`config.mk`:
```
export PLATFORM = sky130hd
export DESIGN_NAME = instr_loader
export DESIGN_NICKNAME = d
export VERILOG_FILES = /design/src/rtl/instr_loader.sv
export SDC_FILE = /design/constraint.sdc
export NUM_CORES = 1
export LEC_CHECK = 0
export BUFFER_PORTS_ARGS = -buffer_cell sky130_fd_sc_hd__buf_4
export CORE_MARGIN = 4
export CORE_UTILIZATION = 48
export CTS_BUF_LIST = sky130_fd_sc_hd__clkbuf_4 sky130_fd_sc_hd__clkbuf_8
export DETAILED_ROUTE_END_ITERATION = 6
export PLACE_DENSITY = 0.61
export SKIP_LAST_GASP = 1
export SLEW_MARGIN = 30
export SYNTH_ARGS = -nofsm -noshare
export SYNTH_HDL_FRONTEND = slang
export SYNTH_SLANG_ARGS = --single-unit
export TNS_END_PERCENT = 1
```
`constraint.sdc`:
```
create_clock -name t_clk -period 3.5 [get_ports t_clk]
set_input_delay 0.7 -clock t_clk [delete_from_list [all_inputs] [get_ports t_clk]]
set_output_delay 0.7 -clock t_clk [all_outputs]
set_load 0.02 [all_outputs]
```
`src/rtl/instr_loader.sv`:
```
// instr_loader
//
// Pulls a stream of instruction words from the upstream transmitter into a
// local buffer. Each word is requested with a one-cycle l_o_syn pulse and
// captured when the transmitter answers with l_i_ack. Loading ends when the
// transmitter flags the final word. After that, the fetch stage reads the
// buffer through a registered read port. A missing acknowledge or a stream
// longer than the buffer parks the block in a sticky error state. Only a new
// start pulse or reset leaves that state.
//
// Ports
//   t_clk      rising-edge clock
//   t_rst      asynchronous reset, active low
//   l_i_start  begin or restart a load; honoured in IDLE, DONE and ERR
//   l_o_syn    one-cycle request pulse to the transmitter
//   l_i_instr  instruction word from the transmitter
//   l_i_ack    transmitter word valid
//   l_i_last   transmitter final-word flag, qualified by l_i_ack
//   l_i_raddr  fetch read address
//   l_o_rdata  fetch read data, one cycle after the address
//   l_o_ready  buffer fully loaded
//   l_o_count  number of words stored by the current or most recent load
//   l_o_err    sticky error (ack timeout or overlong stream)

module instr_loader #(
  parameter int IWIDTH  = 32,
  parameter int DEPTH   = 36,
  parameter int AWIDTH  = 6,
  parameter int TIMEOUT = 15
) (
  input  logic              t_clk,
  input  logic              t_rst,
  input  logic              l_i_start,
  output logic              l_o_syn,
  input  logic [IWIDTH-1:0] l_i_instr,
  input  logic              l_i_ack,
  input  logic              l_i_last,
  input  logic [AWIDTH-1:0] l_i_raddr,
  output logic [IWIDTH-1:0] l_o_rdata,
  output logic              l_o_ready,
  output logic [AWIDTH-1:0] l_o_count,
  output logic              l_o_err
);

  // The wait timer only counts up to TIMEOUT-1, so it needs clog2(TIMEOUT)
  // bits. A minimum width of one bit keeps TIMEOUT=1 legal.
  localparam int TWIDTH = (TIMEOUT > 1) ? $clog2(TIMEOUT) : 1;

  localparam logic [TWIDTH-1:0] TIMER_MAX = TWIDTH'(TIMEOUT - 1);
  localparam logic [AWIDTH-1:0] LAST_SLOT = AWIDTH'(DEPTH - 1);
  localparam logic [AWIDTH-1:0] DEPTH_A   = AWIDTH'(DEPTH);

  typedef enum logic [2:0] {
    IDLE,
    REQ,
    WAIT,
    DONE,
    ERR
  } state_t;

  state_t            state_q;
  state_t            state_d;
  logic [AWIDTH-1:0] count_q;
  logic [AWIDTH-1:0] count_d;
  logic [TWIDTH-1:0] timer_q;
  logic [TWIDTH-1:0] timer_d;
  logic              mem_we;

  logic [IWIDTH-1:0] mem [DEPTH];

  // State, word count and ack timer. These are the only registers that reset
  // clears, apart from the read data. A reset in the middle of a load
  // abandons it, and the block then waits in IDLE for a fresh start.
  always_ff @(posedge t_clk or negedge t_rst) begin
    if (!t_rst) begin
      state_q <= IDLE;
      count_q <= '0;
      timer_q <= '0;
    end else begin
      state_q <= state_d;
      count_q <= count_d;
      timer_q <= timer_d;
    end
  end

  // Next-state logic for the handshake.
  // REQ lasts exactly one cycle and is always followed by WAIT. This means
  // the request line can never stay high for two cycles in a row, so the
  // transmitter advances exactly once per request.
  // In WAIT, the timer holds the number of ack-less cycles seen so far. The
  // block gives up on the cycle the timer already reads TIMEOUT-1, which
  // allows TIMEOUT cycles for the answer in total.
  always_comb begin
    state_d = state_q;
    count_d = count_q;
    timer_d = timer_q;
    mem_we  = 1'b0;

    case (state_q)
      IDLE: begin
        count_d = '0;
        timer_d = '0;
        if (l_i_start) begin
          state_d = REQ;
        end
      end

      REQ: begin
        state_d = WAIT;
        timer_d = '0;
      end

      WAIT: begin
        if (l_i_ack) begin
          mem_we  = 1'b1;
          count_d = count_q + AWIDTH'(1);
          if (l_i_last) begin
            state_d = DONE;
          end else if (count_q == LAST_SLOT) begin
            // The final slot was just filled and the stream still has not
            // ended. Treat this as an overflow and do not ask for more.
            state_d = ERR;
          end else begin
            state_d = REQ;
          end
        end else if (timer_q == TIMER_MAX) begin
          state_d = ERR;
        end else begin
          timer_d = timer_q + TWIDTH'(1);
        end
      end

      DONE, ERR: begin
        if (l_i_start) begin
          state_d = REQ;
          count_d = '0;
          timer_d = '0;
        end
      end

      default: begin
        state_d = IDLE;
      end
    endcase
  end

  // Instruction buffer write port. It has no reset on purpose: a restart only
  // rewinds the count. Entries at or above the count keep whatever an
  // earlier load left in them.
  always_ff @(posedge t_clk) begin
    if (mem_we) begin
      mem[count_q] <= l_i_instr;
    end
  end

  // Registered fetch read port. It runs in every state. Because the write
  // uses a non-blocking assignment, a read of the slot being written on the
  // same edge returns the previous contents. Addresses beyond the buffer
  // read as zero.
  always_ff @(posedge t_clk or negedge t_rst) begin
    if (!t_rst) begin
      l_o_rdata <= '0;
    end else if (l_i_raddr < DEPTH_A) begin
      l_o_rdata <= mem[l_i_raddr];
    end else begin
      l_o_rdata <= '0;
    end
  end

  assign l_o_syn   = (state_q == REQ);
  assign l_o_ready = (state_q == DONE);
  assign l_o_err   = (state_q == ERR);
  assign l_o_count = count_q;

endmodule
```
# [After elaboration in Yosys (flattened, before gate mapping)]
# Memory sizes are Yosys's and may differ from the RTL's.
# Index checks and enable logic that the tools add are counted.
[word_totals] regBits=45 mem_bits_rw=1152 elab_cells=47 memories=1
[memory_table] name="mem" words=36 word_bits=32 read_ports=1 rd_ports_with_merged_regs=0 wr=1 line_no="69" source="logic [IWIDTH-1:0] mem [DEPTH];"
[op_classes] n_addsub=2 magnitude_cmp=1 eq_ne=12 n_mux=18 reduce_logical=9
[op_table] op="$mux 32" n=1
[op_table] op="$pmux 6 s3" n=1
[op_table] op="$mux 3" n=5
[op_table] op="$mux 4" n=3
[op_table] op="$mux 6" n=2
[op_table] op="$pmux 4 s3" n=1
[op_table] op="$pmux 3 s3" n=1
[op_table] op="$ne 2x2->1 const B" n=4
[op_table] op="$add 6x1->6 const B" n=1
[op_table] op="$eq 3x2->1 const B" n=2
[op_table] op="$eq 6x6->1 const B" n=1
[op_table] op="$lt 6x6->1 const B" n=1
[op_table] op="$reduce_bool 3->1" n=2
[op_table] op="$add 4x1->4 const B" n=1
[op_table] op="$eq 4x4->1 const B" n=1
[op_table] op="$mux 1" n=4
[op_table] op="$reduce_and 4->1" n=1
[op_table] op="$reduce_or 2->1" n=2
[op_table] op="$eq 3x1->1 const B" n=1
[op_table] op="$eq 3x3->1 const B" n=1
[op_table] op="$logic_not 3->1" n=1
[op_table] op="$ne 3x3->1 const B" n=1
[op_table] op="$reduce_and 3->1" n=1
[op_table] op="$reduce_or 3->1" n=1
[op_table] op="2 further kinds" n=2

# [Depth between registers and ports, before layout]
# Gate-level depths: netlist of run 1.
[logic_depth] ltp_word=5 mapped_depth=9 depth_no_buf=7

# [Worst setup path after synthesis of run 1]
# Ideal clock, no wire load.
[synth_path] kind="input to register" startpoint="in l_i_ack" endpoint="mem mem[30][0], enable pin" setup_time_ps=421 t_arrival_ps=2827 slack_ps=252 stages=5 n_path_buf=1 cell_sequence="clkbuf_1 -> nand2_1 -> nor2_1 -> nand3_1 -> nor2_1"
[synth_via] elab_chain_len=4
[synth_lines] element="start, declared" line_no="36" source="input logic l_i_ack,"
[synth_lines] element="$mux 1" line_no="114" source="if (l_i_ack) begin"
[synth_lines] element="$mux 1" line_no="99" source="case (state_q)"
[synth_lines] element="$mux 1" line_no="151" source="if (mem_we) begin"
[synth_lines] element="$mux 1 (implied by the code)" line_no="152" source="mem[count_q] <= l_i_instr;"
[synth_lines] element="end, declared" line_no="69"
# No other way between the ends.

# [Worst setup path in the final report of run 1]
[layout_path] startpoint="reg state_q[1]" endpoint="mem mem[13][17], enable pin"
[layout_via] elab_chain_len=4
[layout_lines] element="start, declared" line_no="61" source="state_t state_q;"
[layout_lines] element="start signal, assigned" line_no="80" source="state_q <= state_d;"
[layout_lines] element="$eq 3x2->1" line_no="99"
[layout_lines] element="$mux 1" line_no="99"
[layout_lines] element="$mux 1" line_no="151"
[layout_lines] element="$mux 1 (implied by the code)" line_no="152"
# No other way between the ends.

==> summary.md, run 1 <==
| Metric | Value |
|---|---|
| Status | `complete, no violations` |
| Number of cells upsized or downsized after cts | `0` |
| ANT nets after route | `0` |
| CTS Hold Bufs | `1` |
| Number of global-route vias before repair | `23,404` |
| RSZ-0062 raised after global routing | `no` |
| Final Setup Violations | `0` |
| Critical path arrival | `3.26 ns` |
| F_max | `365 MHz` |
| Critical hold path startpoint | `l_i_start` |
| Multi-input gate area | `0.00975 mm^2` |
| Clk sinks | `1,197` |
| Met1 usage | `30.6%` |
| Tmin final | `2.74 ns` |
| EDFF count, synth | `1,152` |
| Pin count of the biggest net entering global routing | `58` |
| Most frequent cells in the layout | `1,152 x edfxtp_1, 229 x mux4_2, 199 x clkbuf_8` |
| CP Class | `flip-flop to flip-flop` |
| Die footprint | `0.101 mm^2` |
| Area fraction of the dominant cell type after synthesis | `75.2%` |
| Via density | `5.88` |
| Worst Reg-to-Reg Cells | `5` |
| Final instance area | `0.0529 mm^2` |
| Die Y | `318 um` |
| Die span in x | `318 um` |
| Crit path required time | `4.02 ns` |
| YS warnings | `0` |
| Layout Skew | `0.0419 ns` |
| Cells after Synth | `2,060` |
| Clk slew on worst S/H paths | `0.06 ns` |
| Hold Crit Class | `input port to flip-flop` |
| Met2 usage in global routing | `36.8%` |
| Final net count | `2,375` |
| GR peak layer | `met2` |
| Postcts setup bufs | `0` |
| # port buffers | `83` |
| Drt pass-1 iters | `5` |
| DRC | `0` |
| Synth area leader | `edfxtp_1` |
| Layout cells sized above 1 | `31.8%` |
| Congestion Overflow GR | `0` |
| Flop2flop setup slack | `0.76 ns` |
| Commonest non-fill, non-tap cell in the layout | `edfxtp_1` |
| Core ar. | `0.0950 mm^2` |
| Synth area leaders | `edfxtp_1 75%, mux4_2 11%, mux2i_1 3.4%` |
| Number of max-cap violations | `0` |
| Clk_lat worst skew | `0.85 ns` |
| # rows | `113` |
| CTS H-tree depth | `4` |
| Synth Flop Type | `edfxtp_1` |
| CTS tree | `built` |
| Fin. Hold Viols | `0` |
| Tcrit/Tclk final | `78.3%` |
| Starting Density | `48.4%` |
| Register bit total from synthesis | `1,197` |
| Syn avg cell area | `22.3 um^2` |
| Static leakage power | `17.5 nW` |
| Layout area overhead | `15.0%` |
| Worst Hold Path Cells | `2` |
| Worst r2r src | `state_q[1]` |
| CTS root buf | `clkbuf_8` |
| Syn_nets | `2,106` |
| Critical register-to-register path endpoint | `mem[13][17]` |
| Top Ports | `84` |
| Crit start category | `flip-flop` |
| Slew margin rel. | `38.1%` |
| Seq. cell area | `0.0357 mm^2` |
| Initial antenna violation count | `5` |
| Critical Path End Type | `flip-flop` |
| Clk buf depth | `3` |
| GRT met3 Usage | `4.44%` |
| Sequential area share after synthesis | `77.7%` |
| Iteration-0 DRC Markers | `2,012` |
| Ys async rst share | `3.76%` |
| Hold endpoint | `state_q[2]` |
| Post-synthesis cell type count | `56` |
| Crit Path Max Fanout | `23` |
| Pwr Density | `562 mW/mm^2` |
| Slew @ Worst Pin | `0.928 ns` |
| Drt wl/cell | `29.8 um` |
| Setup TNS | `0 ns` |
| Routed WL | `112,000 um` |
| Placed Area | `0.0490 mm^2` |
| Total track usage | `22.3%` |
| Detailed-route via count | `22,141` |
| Routability Congestion | `0.815` |
| Post-DP HPWL | `66,100 um` |
| VDD IR max | `0.443 mV` |
| Post-Syn Area | `0.0460 mm^2` |
| First-pass GRT wire length | `163,000 um` |
| TritonCTS Buffers | `189` |
| Number of fill cells | `7,158` |
| Max-slew violations | `0` |
-- logic make-up after synthesis --
family / Yosys count / synth area share, %
mux: 411 / 15.9
xor+xnor: 1 / 0.0190
simple gates: 140 / 1.40
compound gates: 191 / 3.20
flops: 1197 / 77.7
fa+ha+maj: 3 / 0.0816
buf+inv: 117 / 1.74
-- power breakdown --
group / switching, W / leakage [nW] / total, W / internal [W]
Sequential: 0.000115 / 10.9 / 0.0160 / 0.0159
Clock: 0.00542 / 2.08 / 0.0120 / 0.00654
Combinational: 0.00108 / 4.51 / 0.00175 / 0.000670
-- worst max path at each step --
stage	startpoint	to	slack [ns]	cells after the start
after global placement	l_i_raddr[0]	l_o_rdata[15]	0.40	8
after detailed placement	l_i_raddr[0]	l_o_rdata[31]	0.41	7
after global routing	state_q[1]	mem[6][3]	0.62	6
after CTS	state_q[1]	mem[13][20]	0.70	5
final	state_q[1]	mem[13][17]	0.76	5
after floorplan	l_i_ack	mem[30][0]	0.25	5
-- per-layer routing --
metal	vias to the layer above	wire length, um
li1	9298	-
met3	164	6740
met2	731	56400
met5	-	13
met4	2	2640
met1	11946	46200
-- flip-flops by register name, indices dropped and copies added (netlist names) --
signal,flops
l_o_count,6
l_o_rdata,32
state_q,3
timer_q,4
mem,1152
-- cell type report --
type | instances | share of cell area [%]
Tap cell | 1265 | 2.99
Antenna cell | 5 | 0.0237
Sequential cell | 1197 | 67.6
Timing Repair Buffer | 186 | 3.56
Multi-Input combinational cell | 746 | 18.4
Clock inverter | 76 | 1.05
Inverter | 9 | 0.0639
Clock buffer | 279 | 6.32
-- worst max-delay path: stages (launching register included) --
cell     delay [ns]
dfrtp_1        0.49
nor3b_2        0.26
buf_4          0.18
nand4_1        0.46
nor2_4         0.71
buf_12         0.30
-- stage by stage --
| step | power, W | hold slack, ns | setup WS (ns) | std cells | util (%) |
|---|---|---|---|---|---|
| 2_1_floorplan | 0.0173 | 0.404 | 0.252 | 2060 | - |
| 3_3_place_gp | 0.0180 | 0.516 | 0.404 | 3402 | 51.5 |
| 3_5_place_dp | 0.0181 | 0.546 | 0.413 | 3402 | 51.5 |
| 4_1_cts | 0.0300 | 0.00349 | 0.702 | 3758 | 55.6 |
| 5_1_grt | 0.0308 | 0.0427 | 0.620 | 3759 | 55.6 |
| 6_report | 0.0297 | 0.0965 | 0.760 | 3763 | 55.7 |
-- cells in the mapped netlist (6+ instances only) --
library cell,n
a211oi_1,23
a21oi_1,6
a22o_1,31
a22oi_1,28
a31oi_1,6
buf_2,41
buf_4,14
buf_6,19
buf_8,7
clkbuf_1,23
dfrtp_1,45
edfxtp_1,1152
inv_1,8
mux2i_1,157
mux4_1,20
mux4_2,229
nand2_1,42
nand3_1,7
nor2_1,49
nor2b_1,9
o211a_1,27
o21ai_0,22
o21ai_1,21
No activity file was read; power rests on OpenSTA's default activity.
==> run 2, diff against run 1 <==
--- a/config.mk
+++ b/config.mk
@@ -10,7 +10,7 @@
 export CORE_UTILIZATION = 48
 export CTS_BUF_LIST = sky130_fd_sc_hd__clkbuf_4 sky130_fd_sc_hd__clkbuf_8
 export DETAILED_ROUTE_END_ITERATION = 6
-export PLACE_DENSITY = 0.61
+export PLACE_DENSITY = 0.63
 export SKIP_LAST_GASP = 1
 export SLEW_MARGIN = 30
 export SYNTH_ARGS = -nofsm -noshare
==> constraint.sdc (replaced) <==
create_clock -name t_clk -period 2.3 [get_ports t_clk]
set_input_delay 0.46 -clock t_clk [delete_from_list [all_inputs] [get_ports t_clk]]
set_output_delay 0.46 -clock t_clk [all_outputs]
set_load 0.02 [all_outputs]
==> summary.md, run 2 (synthesis results as in run 1) <==
| Metric | Value |
|---|---|
| Tcrit/Tclk final | `101%` |
| Critical path arrival | `1.86 ns (-1.40 ns)` |
| Routed WL | `117,000 um (+4.0%)` |
| Starting Density | `48.4% (unchanged)` |
| Layout cells sized above 1 | `32.6% (+0.79 points)` |
| Number of fill cells | `7,015 (-2.0%)` |
| Clk_lat worst skew | `0.83 ns (-0.02 ns)` |
| Multi-input gate area | `0.00977 mm^2 (+0.19%)` |
| Largest register FFs | `1,152 (unchanged)` |
| Placed Area | `0.0498 mm^2 (+1.8%)` |
| Commonest non-fill, non-tap cell in the layout | `edfxtp_1` |
| TritonCTS Buffers | `186 (-1.6%)` |
| Final Setup Violations | `2 (+2)` |
| DRC | `0 (unchanged)` |
| Static leakage power | `18.1 nW (+3.1%)` |
| Final Core Density | `56.9% (+1.3 points)` |
| Flop pwr share | `54.0% (+0.2 points)` |
| Clock share of power | `39.7% (-0.6 points)` |
| CP Class | `flip-flop to output port` |
| Slew @ Worst Pin | `0.605 ns (-0.323 ns)` |
| Final WS setup | `-0.0241 ns (-0.784 ns)` |
| Critical Path End Type | `output port` |
| Tmin final | `2.32 ns` |
| Comb pwr share | `6.4% (+0.5 points)` |
| RSZ-0062 raised after global routing | `yes` |
| Sw power | `0.00993 W (+50%)` |
| Fin. Hold Viols | `0 (unchanged)` |
| Die span in x | `318 um (unchanged)` |
| ANT nets after route | `0 (unchanged)` |
| Number of global-route vias before repair | `23,728 (+1.4%)` |
| Final net count | `2,477 (+4.3%)` |
| Total track usage | `23.2% (+0.91 points)` |
| Drt pass-1 iters | `6 (+1)` |
| Power, Total | `0.0451 W (+52%)` |
| Slew margin rel. | `59.7% (+22 points)` |
| Crit path required time | `1.84 ns (-2.18 ns)` |
| Iteration-0 DRC Markers | `2,329 (+16%)` |
| # port buffers | `83 (unchanged)` |
| Clk sinks | `1,197 (unchanged)` |
| Initial antenna violation count | `8 (+3)` |
| Clk buf depth | `3 (unchanged)` |
| Final instance area | `0.0541 mm^2 (+2.3%)` |
| Hold Crit Class | `input port to flip-flop` |
| Biggest register | `mem` |
| Pin count of the biggest net entering global routing | `52 (-10%)` |
| Top Ports | `84 (unchanged)` |
| Routability Congestion | `0.791 (-3.0%)` |
| Core ar. | `0.0950 mm^2 (unchanged)` |
| Most frequent cells in the layout | `1,152 x edfxtp_1, 229 x mux4_2, 200 x clkbuf_8` |
| Via density | `5.97 (+1.5%)` |
| CTS root buf | `clkbuf_8` |
| Max-slew violations | `0 (unchanged)` |
| Number of max-cap violations | `0 (unchanged)` |
| VDD IR max | `0.605 mV (+37%)` |
| Congestion Overflow GR | `0 (unchanged)` |
| Clk slew on worst S/H paths | `0.06 ns (about the same)` |
| Setup TNS | `-0.0297 ns (-0.0297 ns)` |
| Pwr Density | `834 mW/mm^2 (+48%)` |
| Die footprint | `0.101 mm^2 (unchanged)` |
| Crit start category | `flip-flop` |
| Post-DP HPWL | `65,300 um (-1.1%)` |
| Crit Path Max Fanout | `10 (-57%)` |
| Detailed-route via count | `23,014 (+3.9%)` |
| Switching Share | `22.0% (-0.24 points)` |
| Layout area overhead | `17.6%` |
| Violated checks | `negative setup slack` |
| CTS tree | `built` |
| F_max | `430 MHz` |
| Pre-CTS WS | `-0.0399 ns (-0.453 ns)` |
| # rows | `113 (unchanged)` |
| CTS H-tree depth | `4 (unchanged)` |
| Seq. cell area | `0.0357 mm^2 (about the same)` |
| Die Y | `318 um (unchanged)` |
| First-pass GRT wire length | `169,000 um (+3.6%)` |
| Status | `complete, but fails checks` |
| Pint | `0.0352 W (+52%)` |
| Drt wl/cell | `30.2 um (+1.6%)` |
| Layout Skew | `0.0382 ns (-0.00367 ns)` |
-- run 2: cell count changes in the layout (fill, tap and decap cells not counted), sizes merged --
cell	delta
buf	+68
bufinv	+1
clkbuf	-17
clkinv	+7
clkinvlp	-4
diode	-1
dlygate4sd3	+37
inv	+1
-- run 2: power groups by stage --
stage                     Combinational, W  Clock (W)  Sequential (W)
after floorplan                    0.00152          0          0.0248
after global placement             0.00270          0          0.0248
after detailed placement           0.00277          0          0.0248
after CTS                          0.00289     0.0183          0.0243
after global routing               0.00307     0.0194          0.0243
final                              0.00287     0.0179          0.0243
-- run 2: path summary, 6_finish.rpt --
path                                  to  slack [ns]  depth (start not counted)  startpoint
hold reg to reg               timer_q[1]        0.56                          2  timer_q[1]
max in group asynchronous     state_q[1]        1.45                          3       t_rst
setup reg to reg             mem[34][18]        0.02                          8  state_q[1]
min in group asynchronous  l_o_rdata[18]        0.18                          2       t_rst
hold / removal                state_q[0]        0.10                          4    l_i_last
setup / recovery                 l_o_err       -0.02                          3  state_q[1]
-- run 2: worst max-delay path, cell delays in order (launching register included) --
cell	delay (ns)
dfrtp_2	0.46
or3_4	0.41
inv_2	0.06
buf_6	0.10
-- run 2: routing by layer --
metal | share of wire, % | up-vias | wire (um) | global-route usage [%]
met5 | 0.040 | - | 47 | 0
met4 | 2.0 | 6 | 2380 | 6.24
met3 | 7.4 | 173 | 8590 | 4.72
met2 | 50 | 962 | 58200 | 38.0
met1 | 41 | 12397 | 47400 | 32.3
li1 | - | 9476 | - | -
-- run 2: area by class of cell --
type | instances | share of cell area [%]
Clock inverter | 81 | 1.03
Multi-Input combinational cell | 746 | 18.1
Tap cell | 1265 | 2.93
Timing Repair Buffer | 291 | 5.87
Inverter | 9 | 0.0625
Antenna cell | 4 | 0.0185
Sequential cell | 1197 | 66.1
Clock buffer | 262 | 5.95
-- run 2: repair_timing --
| item | CTS | global route |
|---|---|---|
| setup endpoints to repair | 3 | 172 |
| buffers inserted | 6 | 0 |
| hold buffers | 38 | 0 |
| gates resized for setup | 6 | 1 |
| hold endpoints to repair | 1126 | 0 |
-- run 2: metrics by stage --
stage | hold slack (ns) | std cells
after CTS | 0.0185 | 3851
final | 0.102 | 3855
after floorplan | 0.164 | 2060
after global routing | 0.0776 | 3853
after detailed placement | 0.491 | 3465
after global placement | 0.493 | 3465
==> run 3, diff against run 2 <==
--- a/config.mk
+++ b/config.mk
@@ -7,10 +7,10 @@
 export LEC_CHECK = 0
 export BUFFER_PORTS_ARGS = -buffer_cell sky130_fd_sc_hd__buf_4
 export CORE_MARGIN = 4
-export CORE_UTILIZATION = 48
+export CORE_UTILIZATION = 30
 export CTS_BUF_LIST = sky130_fd_sc_hd__clkbuf_4 sky130_fd_sc_hd__clkbuf_8
 export DETAILED_ROUTE_END_ITERATION = 6
-export PLACE_DENSITY = 0.63
+export PLACE_DENSITY = 0.43
 export SKIP_LAST_GASP = 1
 export SLEW_MARGIN = 30
 export SYNTH_ARGS = -nofsm -noshare
==> summary.md, run 3 (synthesis results as in run 1) <==
| Metric | Value |
|---|---|
| Crit start category | `flip-flop` |
| Die Y | `400 um (+26%)` |
| Clk sinks | `1,197 (unchanged)` |
| Top Layer Used | `met5` |
| Via density | `4.89 (-18%)` |
| Final Setup Violations | `6 (+4)` |
| Drt wl/cell | `28.3 um (-6.3%)` |
| Die span in x | `400 um (+26%)` |
| Iteration-0 DRC Markers | `1,750 (-25%)` |
| Starting Density | `30.2% (-18 points)` |
| Critical hold path startpoint | `l_i_raddr[3]` |
| Largest register FFs | `1,152 (unchanged)` |
| Clk slew on worst S/H paths | `0.07 ns (about the same)` |
| Clk buf depth | `3 (unchanged)` |
| Biggest register | `mem` |
| # rows | `143 (+27%)` |
| Final WS setup | `-0.174 ns (-0.150 ns)` |
| Met3 wire length | `6150 um (-28%)` |
| Crit path required time | `1.84 ns (about the same)` |
| Layout area overhead | `21.4%` |
| F_max | `404 MHz (-6.1%)` |
| Most frequent cells in the layout | `1,152 x edfxtp_1, 229 x mux4_2, 214 x clkbuf_8` |
| RSZ-0062 raised after global routing | `yes` |
| Worst r2r src | `state_q[2]` |
| CTS tree | `built` |
| Placed Area | `0.0513 mm^2 (+2.9%)` |
| Detailed-route via count | `22,888 (-0.55%)` |
| Tcrit/Tclk final | `108% (+6.5 points)` |
| Number of max-cap violations | `0 (unchanged)` |
| Die footprint | `0.160 mm^2 (+58%)` |
| Final net count | `2,529 (+2.1%)` |
| Congestion Overflow GR | `0 (unchanged)` |
| Length of routed met2 wiring | `66,000 um (+13%)` |
| Number of fill cells | `14,020 (+100%)` |
| Layout cells sized above 1 | `34.4% (+1.8 points)` |
| Status | `complete, but fails checks` |
| Power, Total | `0.0464 W (+2.9%)` |
| TritonCTS Buffers | `199 (+7.0%)` |
| Routed WL | `133,000 um (+14%)` |
| Total track usage | `16.7% (-6.5 points)` |
| Critical path arrival | `2.01 ns (+0.15 ns)` |
| Critical register-to-register path endpoint | `mem[4][12]` |
| Max-slew violations | `0 (unchanged)` |
| Post-DP HPWL | `77,000 um (+18%)` |
| Clk_lat worst skew | `0.92 ns (+0.09 ns)` |
| CTS root buf | `clkbuf_8` |
| Core ar. | `0.152 mm^2 (+60%)` |
| Pwr Density | `831 mW/mm^2 (-0.37%)` |
| M1 WL | `57,700 um (+22%)` |
| Hold endpoint | `l_o_rdata[23]` |
| Violated checks | `negative setup slack` |
| Routability Congestion | `0.761 (-3.8%)` |
| CTS H-tree depth | `4 (unchanged)` |
| DRC | `0 (unchanged)` |
| Hold Crit Class | `input port to flip-flop` |
| Commonest non-fill, non-tap cell in the layout | `edfxtp_1` |
| Worst Hold Path Cells | `4 (unchanged)` |
| Final instance area | `0.0558 mm^2 (+3.2%)` |
| Initial antenna violation count | `9 (+1)` |
| Fin. Hold Viols | `0 (unchanged)` |
| Crit Path Max Fanout | `4 (-6)` |
| CP Class | `flip-flop to output port` |
| Slew margin rel. | `46.9% (-13 points)` |
| Pin count of the biggest net entering global routing | `49 (-5.8%)` |
| Tmin final | `2.47 ns (+0.150 ns)` |
| Critical Path End Type | `output port` |
| Top Ports | `84 (unchanged)` |
| Number of global-route vias before repair | `24,424 (+2.9%)` |
| ANT nets after route | `0 (unchanged)` |
| Slew @ Worst Pin | `0.791 ns (+0.186 ns)` |
| First-pass GRT wire length | `187,000 um (+10%)` |
| Drt pass-1 iters | `5 (-1)` |
| Flop2flop setup slack | `0 ns (-0.02 ns)` |
| Layout Skew | `0.0519 ns (+0.0137 ns)` |
| VDD IR max | `0.447 mV (-26%)` |
| Worst Reg-to-Reg Cells | `8 (unchanged)` |
| # port buffers | `83 (unchanged)` |
| Static leakage power | `18.5 nW (+2.3%)` |
run 3: cell count changes in the layout (fill, tap and decap cells not counted), moves of 2 or more:
cell / before / now
buf_12: 69 / 86
buf_4: 178 / 197
bufinv_16: 6 / 4
clkbuf_4: 62 / 74
clkbuf_8: 200 / 214
clkinv_1: 44 / 35
clkinv_2: 21 / 25
clkinvlp_4: 1 / 3
dlygate4sd3_1: 38 / 40
inv_12: 1 / 4
inv_8: 3 / 0
run 3: where the power goes:
| part | internal, W | switching (W) |
|---|---|---|
| logic | 0.00128 | 0.00175 |
| clock network | 0.0103 | 0.00873 |
| registers | 0.0242 | 0.000137 |
run 3: critical path: stages (launching register included):
cell     delay, ns
dfrtp_1       0.41
buf_6         0.14
or3_4         0.37
inv_2         0.07
buf_6         0.11
run 3: layout make-up:
type	instances	area [um^2]	area share, %
sequential	1197	35700	64.0
inverter	9	33.8	0.0605
clock inverter	78	542	0.971
antenna	5	12.5	0.0224
clock buffer	288	3500	6.27
multi-input combinational	746	9780	17.5
timing repair buffer	330	3690	6.61
tap	2030	2540	4.55
run 3: through the flow:
step                      TNS [ns]  std cells  hold WS, ns  worst slack (ns)  util (%)
after global placement      -0.253       4265        0.434            -0.253      33.7
after CTS                    -1.68       4677       0.0156            -0.268      36.7
after global routing         -5.68       4679       0.0669            -0.299      36.7
final                       -0.450       4683        0.145            -0.174      36.7
after detailed placement    -0.225       4265        0.445            -0.225      33.7
after floorplan            -126.10       2060        0.164            -0.263         -
run 3: timing repair:
| item | in CTS | in global routing |
|---|---|---|
| gates resized for setup | 6 | 0 |
| endpoints found under the hold margin | 1210 | 0 |
| setup buffers | 5 | 1 |
| pin swaps | 1 | 0 |
| hold buffers | 41 | 0 |
| endpoints found under the setup margin | 3 | 132 |
run 3: worst max-delay path by stage:
| stage | end | slack (ns) | from |
|---|---|---|---|
| after floorplan | mem[25][0] | -0.26 | l_o_count[4] |
| after global placement | l_o_rdata[17] | -0.25 | l_i_raddr[0] |
| after detailed placement | l_o_rdata[17] | -0.22 | l_i_raddr[0] |
| after CTS | l_o_err | -0.27 | state_q[1] |
| after global routing | l_o_err | -0.30 | state_q[2] |
| final | l_o_err | -0.17 | state_q[1] |
run 3: layer usage:
layer	vias up	GRT usage (%)
met5	-	0
met4	2	4.69
met3	192	3.28
met2	610	27.9
met1	12478	22.3
li1	9606	-
